`config.mk`:
```
export PLATFORM = sky130hd
export DESIGN_NAME = dp_operand_sequencer_flat
export DESIGN_NICKNAME = d
export VERILOG_FILES = /design/src/rtl/dp_operand_sequencer_if.sv /design/src/rtl/dp_operand_sequencer.sv /design/src/flat_wrapper.sv
export SDC_FILE = /design/constraint.sdc
export NUM_CORES = 1
export LEC_CHECK = 0
export ABC_AREA = 1
export CAP_MARGIN = 30
export CORE_ASPECT_RATIO = 0.5
export CORE_MARGIN = 4
export CORE_UTILIZATION = 54
export CTS_BUF_LIST = sky130_fd_sc_hd__clkbuf_4 sky130_fd_sc_hd__clkbuf_8
export DETAILED_ROUTE_END_ITERATION = 10
export GPL_ROUTABILITY_DRIVEN = 0
export PLACE_DENSITY_LB_ADDON = 0.05
export SLEW_MARGIN = 25
export SYNTH_ARGS = -nofsm -noshare
export SYNTH_HDL_FRONTEND = slang
export SYNTH_SLANG_ARGS = --single-unit
export TNS_END_PERCENT = 1
```
`constraint.sdc`:
```
create_clock -name clk -period 13.3 [get_ports clk]
set_input_delay 3.99 -clock clk [delete_from_list [all_inputs] [get_ports clk]]
set_output_delay 3.99 -clock clk [all_outputs]
set_load 0.05 [all_outputs]
```
`src/rtl/dp_operand_sequencer_if.sv`:
```
// Operand-sequencer bus: decoder-side instruction handshake, register-bank read
// port, and the ALU bundle handshake.
interface dp_operand_sequencer_if;
  logic [31:0] instr;
  logic [31:0] pc_in;
  logic        instr_valid;
  logic        instr_ready;
  logic        flush;
  logic        rf_req;
  logic [3:0]  rf_addr;
  logic        rf_gnt;
  logic [31:0] rf_rdata;
  logic [31:0] op1;
  logic [31:0] op2;
  logic [7:0]  shamt;
  logic [1:0]  shtype;
  logic [3:0]  opcode;
  logic [3:0]  rd_addr;
  logic        set_cc;
  logic        out_valid;
  logic        out_ready;
  logic        seq_err;

  // master: the sequencer; slave: decoder, register bank and ALU around it
  modport master (
    input  instr, pc_in, instr_valid, flush, rf_gnt, rf_rdata, out_ready,
    output instr_ready, rf_req, rf_addr, op1, op2, shamt, shtype, opcode,
           rd_addr, set_cc, out_valid, seq_err
  );
  modport slave (
    output instr, pc_in, instr_valid, flush, rf_gnt, rf_rdata, out_ready,
    input  instr_ready, rf_req, rf_addr, op1, op2, shamt, shtype, opcode,
           rd_addr, set_cc, out_valid, seq_err
  );
endinterface

```
`src/rtl/dp_operand_sequencer.sv`:
```
// Fetches Rn/Rm/Rs for one ARM data-processing instruction through a shared
// register-bank read port and hands a complete operand bundle to the ALU.
module dp_operand_sequencer #(
    parameter logic [31:0] PC_OFFSET   = 32'd8,
    parameter int          GNT_TIMEOUT = 15
) (
    input logic clk,
    input logic rst,
    dp_operand_sequencer_if.master bus
);
    typedef enum logic [2:0] {IDLE, RD_RN, RD_RM, RD_RS, ISSUE} state_t;

    state_t      state, state_nxt;
    logic [31:0] ir, pc_q, word, rd_val;
    logic [31:0] op1, op2;
    logic [7:0]  shamt;
    logic [1:0]  shtype;
    logic [3:0]  tcnt, rf_addr, rf_addr_d;
    logic        rf_req, rf_req_d, out_valid, out_valid_d, seq_err, seq_err_d;
    logic        accept, in_read, cap, tmo;
    logic [2:0]  need;  // {rs, rm, rn}
    logic        unused_ir;

    function automatic state_t after(input state_t s, input logic [2:0] n);
        state_t r;
        r = ISSUE;
        case (s)
            IDLE:    r = n[0] ? RD_RN : n[1] ? RD_RM : n[2] ? RD_RS : ISSUE;
            RD_RN:   r = n[1] ? RD_RM : n[2] ? RD_RS : ISSUE;
            RD_RM:   r = n[2] ? RD_RS : ISSUE;
            default: r = ISSUE;
        endcase
        return r;
    endfunction

    function automatic logic [3:0] addr_of(input state_t s, input logic [31:0] w);
        logic [3:0] a;
        a = 4'd0;
        case (s)
            RD_RN:   a = w[19:16];
            RD_RM:   a = w[3:0];
            RD_RS:   a = w[11:8];
            default: a = 4'd0;
        endcase
        return a;
    endfunction

    // Fields come straight from the input bus in the accept cycle, from ir afterwards
    assign word    = (state == IDLE) ? bus.instr : ir;
    assign need    = {~word[25] & word[4], ~word[25],
                      ~((word[24:21] == 4'hD) || (word[24:21] == 4'hF))};
    assign accept  = bus.instr_valid && (state == IDLE);
    assign in_read = (state == RD_RN) || (state == RD_RM) || (state == RD_RS);
    // rf_req low in a read state means the operand is R15: no bank access needed
    assign cap     = in_read && !bus.flush && (!rf_req || bus.rf_gnt);
    assign tmo     = in_read && rf_req && !bus.rf_gnt && (tcnt == 4'(GNT_TIMEOUT - 1));
    assign rd_val  = rf_req ? bus.rf_rdata : pc_q + PC_OFFSET;

    always_comb begin
        state_nxt = state;
        seq_err_d = 1'b0;
        case (state)
            IDLE:
                if (accept) begin
                    if (bus.instr[27:26] != 2'b00) seq_err_d = 1'b1;
                    else                           state_nxt = after(IDLE, need);
                end
            RD_RN, RD_RM, RD_RS:
                if (bus.flush)  state_nxt = IDLE;
                else if (cap)   state_nxt = after(state, need);
                else if (tmo) begin
                    state_nxt = IDLE;
                    seq_err_d = 1'b1;
                end
            ISSUE:
                if (bus.flush || bus.out_ready) state_nxt = IDLE;
            default: state_nxt = IDLE;
        endcase
        rf_addr_d   = addr_of(state_nxt, word);
        rf_req_d    = (state_nxt inside {RD_RN, RD_RM, RD_RS}) && (rf_addr_d != 4'hF);
        out_valid_d = (state_nxt == ISSUE);
    end

    always_ff @(posedge clk or posedge rst) begin
        if (rst) begin
            state     <= IDLE;
            ir        <= '0;
            pc_q      <= '0;
            tcnt      <= '0;
            rf_req    <= 1'b0;
            rf_addr   <= '0;
            out_valid <= 1'b0;
            seq_err   <= 1'b0;
            op1       <= '0;
            op2       <= '0;
            shamt     <= '0;
            shtype    <= '0;
        end else begin
            state     <= state_nxt;
            rf_req    <= rf_req_d;
            rf_addr   <= rf_addr_d;
            out_valid <= out_valid_d;
            seq_err   <= seq_err_d;
            tcnt      <= (state_nxt != state || !rf_req || bus.rf_gnt) ? 4'd0 : tcnt + 4'd1;
            if (accept) begin
                // Immediate/skip defaults; register reads overwrite them later
                ir     <= bus.instr;
                pc_q   <= bus.pc_in;
                op1    <= '0;
                op2    <= {24'b0, bus.instr[7:0]};
                shamt  <= bus.instr[25] ? {3'b0, bus.instr[11:8], 1'b0} : {3'b0, bus.instr[11:7]};
                shtype <= bus.instr[25] ? 2'b11 : bus.instr[6:5];
            end
            if (cap) begin
                case (state)
                    RD_RN:   op1   <= rd_val;
                    RD_RM:   op2   <= rd_val;
                    RD_RS:   shamt <= rd_val[7:0];
                    default: ;
                endcase
            end
        end
    end

    assign unused_ir       = ^{ir[31:26], ir[7:5]};
    assign bus.instr_ready = (state == IDLE);
    assign bus.rf_req      = rf_req;
    assign bus.rf_addr     = rf_addr;
    assign bus.op1         = op1;
    assign bus.op2         = op2;
    assign bus.shamt       = shamt;
    assign bus.shtype      = shtype;
    assign bus.opcode      = ir[24:21];
    assign bus.rd_addr     = ir[15:12];
    assign bus.set_cc      = ir[20];
    assign bus.out_valid   = out_valid;
    assign bus.seq_err     = seq_err;
endmodule

```
`src/flat_wrapper.sv`:
```
// flat-port wrapper written by rule: the top's interface ports become plain ports
module dp_operand_sequencer_flat 
#(
    parameter logic [31:0] PC_OFFSET   = 32'd8,
    parameter int          GNT_TIMEOUT = 15
)
  (clk, rst, bus_instr, bus_pc_in, bus_instr_valid, bus_flush, bus_rf_gnt, bus_rf_rdata, bus_out_ready, bus_instr_ready, bus_rf_req, bus_rf_addr, bus_op1, bus_op2, bus_shamt, bus_shtype, bus_opcode, bus_rd_addr, bus_set_cc, bus_out_valid, bus_seq_err);
  dp_operand_sequencer_if bus_i ();
  input logic clk;
  input logic rst;
  input wire logic [$bits(bus_i.instr)-1:0] bus_instr;
  input wire logic [$bits(bus_i.pc_in)-1:0] bus_pc_in;
  input wire logic [$bits(bus_i.instr_valid)-1:0] bus_instr_valid;
  input wire logic [$bits(bus_i.flush)-1:0] bus_flush;
  input wire logic [$bits(bus_i.rf_gnt)-1:0] bus_rf_gnt;
  input wire logic [$bits(bus_i.rf_rdata)-1:0] bus_rf_rdata;
  input wire logic [$bits(bus_i.out_ready)-1:0] bus_out_ready;
  output wire logic [$bits(bus_i.instr_ready)-1:0] bus_instr_ready;
  output wire logic [$bits(bus_i.rf_req)-1:0] bus_rf_req;
  output wire logic [$bits(bus_i.rf_addr)-1:0] bus_rf_addr;
  output wire logic [$bits(bus_i.op1)-1:0] bus_op1;
  output wire logic [$bits(bus_i.op2)-1:0] bus_op2;
  output wire logic [$bits(bus_i.shamt)-1:0] bus_shamt;
  output wire logic [$bits(bus_i.shtype)-1:0] bus_shtype;
  output wire logic [$bits(bus_i.opcode)-1:0] bus_opcode;
  output wire logic [$bits(bus_i.rd_addr)-1:0] bus_rd_addr;
  output wire logic [$bits(bus_i.set_cc)-1:0] bus_set_cc;
  output wire logic [$bits(bus_i.out_valid)-1:0] bus_out_valid;
  output wire logic [$bits(bus_i.seq_err)-1:0] bus_seq_err;
  assign bus_i.instr = bus_instr;
  assign bus_i.pc_in = bus_pc_in;
  assign bus_i.instr_valid = bus_instr_valid;
  assign bus_i.flush = bus_flush;
  assign bus_i.rf_gnt = bus_rf_gnt;
  assign bus_i.rf_rdata = bus_rf_rdata;
  assign bus_i.out_ready = bus_out_ready;
  assign bus_instr_ready = bus_i.instr_ready;
  assign bus_rf_req = bus_i.rf_req;
  assign bus_rf_addr = bus_i.rf_addr;
  assign bus_op1 = bus_i.op1;
  assign bus_op2 = bus_i.op2;
  assign bus_shamt = bus_i.shamt;
  assign bus_shtype = bus_i.shtype;
  assign bus_opcode = bus_i.opcode;
  assign bus_rd_addr = bus_i.rd_addr;
  assign bus_set_cc = bus_i.set_cc;
  assign bus_out_valid = bus_i.out_valid;
  assign bus_seq_err = bus_i.seq_err;
  dp_operand_sequencer #(.PC_OFFSET(PC_OFFSET), .GNT_TIMEOUT(GNT_TIMEOUT)) u_core (.clk(clk), .rst(rst), .bus(bus_i));
endmodule
```
# Yosys cells after proc, flatten, opt, wreduce, memory -nomap -nowiden
# Cells that the tools add are included.
# word_totals
regBits	146
in_bits	102
wordCells	82
output_inout_bits	91
# classes
n_reduce_logical	21
addsub	2
bitwise_logic	2
mux	32
eq_ne	13
# ops
operator	n
$mux 32	7
$add 32x4->32 const B	1
$mux 3	9
$mux 26	1
$mux 8	3
$eq 3x2->1 const B	4
$eq 4x4->1 const B	3
$pmux 4 s3	1
$pmux 3 s3	1
$logic_and 1x1->1	7
$logic_or 1x1->1	7
$eq 3x1->1 const B	2
$eq 3x3->1 const B	2
$mux 1	6
$pmux 3 s2	1
$add 4x1->4 const B	1
$mux 4	1
$ne 4x4->1 const B	1
$logic_not 1->1	3
$logic_not 3->1	1
$ne 3x3->1	1
$reduce_bool 3->1	1
$reduce_or 3->1	1
$mux 2	1
other kinds (4)	4

# Longest topological paths before layout
# depth
word_depth	14
depth_mapped	14
depth_no_buf	13

# Worst setup path before layout
# Ideal clock, no wire load.
# synth_timing
path_type	flip-flop to output port
startpoint	register u_core.state[1]
endpoint	output bus_instr_ready
arrival_time_ns	1.415
path_stages_with_launch	5
t_required_ns	9.310
slack_ns	7.895
path_buffers	1
cell_sequence	dfrtp_1 inv_1 nand2_2 nor2_4 clkbuf_1
# synth_between
elab_chain_len	1
# synth_rtl
element	line	source
from (decl)	dp_operand_sequencer.sv:13	state_t state, state_nxt;
from (signal assigned)	dp_operand_sequencer.sv:99	state <= state_nxt;
$logic_not 3->1	dp_operand_sequencer.sv:126	assign bus.instr_ready = (state == IDLE);
to (decl)	flat_wrapper.sv:18	output wire logic [$bits(bus_i.instr_ready)-1:0] bus_instr_ready;
# No other way between the ends.

# Worst setup path in the final report
# Ends and elaborated chain as after synthesis.

==> metrics.cfg <==
[route]
routed_via_density=5.437
vias=6954
ant_nets=0
routed_wl_um=21000
drtIter0Drc=852
wl_per_cell_um=16.42
drt-pass1-iter-count=6
drc=0

[global_routing]
grt_pass1_vias=6777
grt_max_degree=94
grt_pass1_wl_um=34160
grt_overflow=0
antenna_found_initial=0
grt_util_all_layers_pct=27.48

[placed_design]
post-place-cells=1246
portBuffers=188
dp_hpwl_um=14880

[die]
pin_count=193
die-area_mm2=0.01540
fp.dieW_um=171.5
die_h_um=89.78
rows=29
coreArea_mm2=0.01288
initial_core_util_pct=56.07

[synthesis]
netlist_area_mm2=0.007222
async_flop_share_pct=100.0
syn_area_per_cell_um2=7.732
synth_ff_type=dfrtp_1
synth_edf_count=0
syn-num-nets=1039
synth_seq_cells=143
yosysWarningCount=0
ys_seq_area_share_pct=49.55
syn-instance-count=934
ys_types=37

[setup_path]
worstPathRequired_ps=9310
cp.arrival_ps=2550
start_kind=flip-flop
crit_fanout=28
critPathKind=reg2out
reg2reg_slack_ps=10590
crit_path_end_kind=output pin

[cts]
clock_sink_count=143
cts_buffers=17
cts_hold_buf=0
clkLatencyLatePin_ps=440
clkTransAtPathRegs_ps=90
cts-htree-levels=4
clock_path_buffers=2
cts_tree=built
post_cts_resized=0
cts_root_buf=clkbuf_8
post_cts_buffers=0

[status]
outcome=finished, final reports clean

[sta]
maxSlewViolCount=0
max_freq_ghz=0.1529
setup_viol=0
tightest_slew_ps=861.8
max_slew_margin_pct=42.54
skew_ps=15.89
rsz0062_at_grt=false
layout_min_cycle_time_ps=6540
fin_hold_ws_ps=482.6
period_share_pct=49.17
hold_viol=0
fin_setup_tns_ps=0

[cells_and_area]
fillerInstances=1016
layout.nets=1201
fin_util_pct=74.23
mostFrequentLayoutCells=nand2_1 (294), clkdlybuf4s50_1 (188), dfrtp_1 (143)
num_antenna_cells=0
area_growth_pct=32.40
layout_commonest_cell=nand2_1
drive_gt1_share_pct=6.492
fin_cells=1279

[pwr]
p_clk_share_pct=18.5
p_total_uw=1978
seq_power_share_pct=33.8
swShare_pct=47.97
internal-power_uw=1029
power_density_mw_per_mm2=206.8
switching_power_uw=948.6
p_leak_uw=0.004553
p_comb_share_pct=47.7
ir_drop_mv=0.1347

[hold_path]
min_path_type=reg2reg

[job]
max-cap-violations=0

## power by group through the flow
stage / sequential, µW / clock, µW / combinational (µW)
finish: 669 / 365 / 943
global route: 683 / 393 / 1030
CTS: 665 / 368 / 940
detailed placement: 673 / 0 / 934
global placement: 668 / 0 / 909
floorplan: 810 / 0 / 504
## routing by layer
layer | GRT usage [%] | up-vias | routed length, µm
met5 | 0 | - | 0
met1 | 37.30 | 3261 | 8933
met2 | 45.27 | 317 | 10020
li1 | - | 3342 | -
met3 | 6.529 | 34 | 1687
met4 | 5.933 | 0 | 359
## flip-flops by register name (all words and copies together), names as in the netlist
name / cells
u_core.state: 3
u_core.bus.rf_req: 1
u_core.bus.shtype: 2
u_core.bus.op2: 32
u_core.tcnt: 4
u_core.ir: 23
u_core.bus.out_valid: 1
u_core.bus.op1: 32
u_core.bus.seq_err: 1
u_core.pc_q: 32
u_core.bus.rf_addr: 4
u_core.bus.shamt: 8
## logic make-up after synthesis
family | share of synthesized area [%]
and+or+nand+nor | 31.79
DFF | 49.55
buffers and inverters | 7.623
AOI/OAI and AO/OA | 8.922
xor gates and xnor gates | 1.455
adders and majority gates | 0.5198
muxes | 0.1386
## critical path, cell delays in order (launching register included)
cell and delay (ps):
dfrtp_1 460, inv_1 170, nand2_2 100, nor2_4 460
clkdlybuf4s50_1 910
## path summary, 6_finish.rpt
kind	from	end	depth (start not counted)
setup reg to reg	u_core.state[1]	u_core.bus.shamt[0]	8
min in group asynchronous	rst	u_core.ir[19]	2
hold reg to reg	u_core.pc_q[0]	u_core.pc_q[0]	2
max in group asynchronous	rst	u_core.pc_q[1]	3
hold / removal	u_core.pc_q[0]	u_core.pc_q[0]	2
setup / recovery	u_core.state[1]	bus_instr_ready	4
## synth_stat cells, types with 3 or more instances
master / count / area, µm²
nand2_1: 294 / 1104
dfrtp_1: 143 / 3578
nand3_1: 116 / 580.6
o21ai_0: 99 / 495.5
inv_1: 79 / 296.5
nor2_1: 48 / 180.2
clkbuf_1: 28 / 105.1
nand4_1: 12 / 75.07
nor3_1: 10 / 50.05
xor2_1: 10 / 87.58
a21oi_1: 9 / 45.04
buf_1: 9 / 33.78
buf_4: 8 / 60.06
or2_2: 8 / 50.05
a31oi_1: 7 / 43.79
nand3_2: 7 / 70.07
nor4_1: 6 / 37.54
buf_2: 5 / 25.02
nor2_4: 5 / 56.30
nand2_2: 4 / 25.02
ha_1: 3 / 37.54
nor2_2: 3 / 18.77
o21ai_1: 3 / 15.01
## through the flow
step	setup slack [ps]	area, µm²
3_3_place_gp	6344	9112
4_1_cts	6755	9547
5_1_grt	6606	9562
3_5_place_dp	6849	9140
6_report	6760	9562
2_1_floorplan	5472	7222
## layout make-up
class | count | area [µm²] | area share (%)
well taps | 170 | 212.7 | 2.225
flip-flops and latches | 143 | 3578 | 37.42
multi-input cells | 658 | 3093 | 32.35
repair buffers | 195 | 1962 | 20.52
inverters | 81 | 309.0 | 3.232
clock inverters | 15 | 172.7 | 1.806
clock buffers | 17 | 234.0 | 2.447
Note: power is estimated with default switching activity, not from simulation.
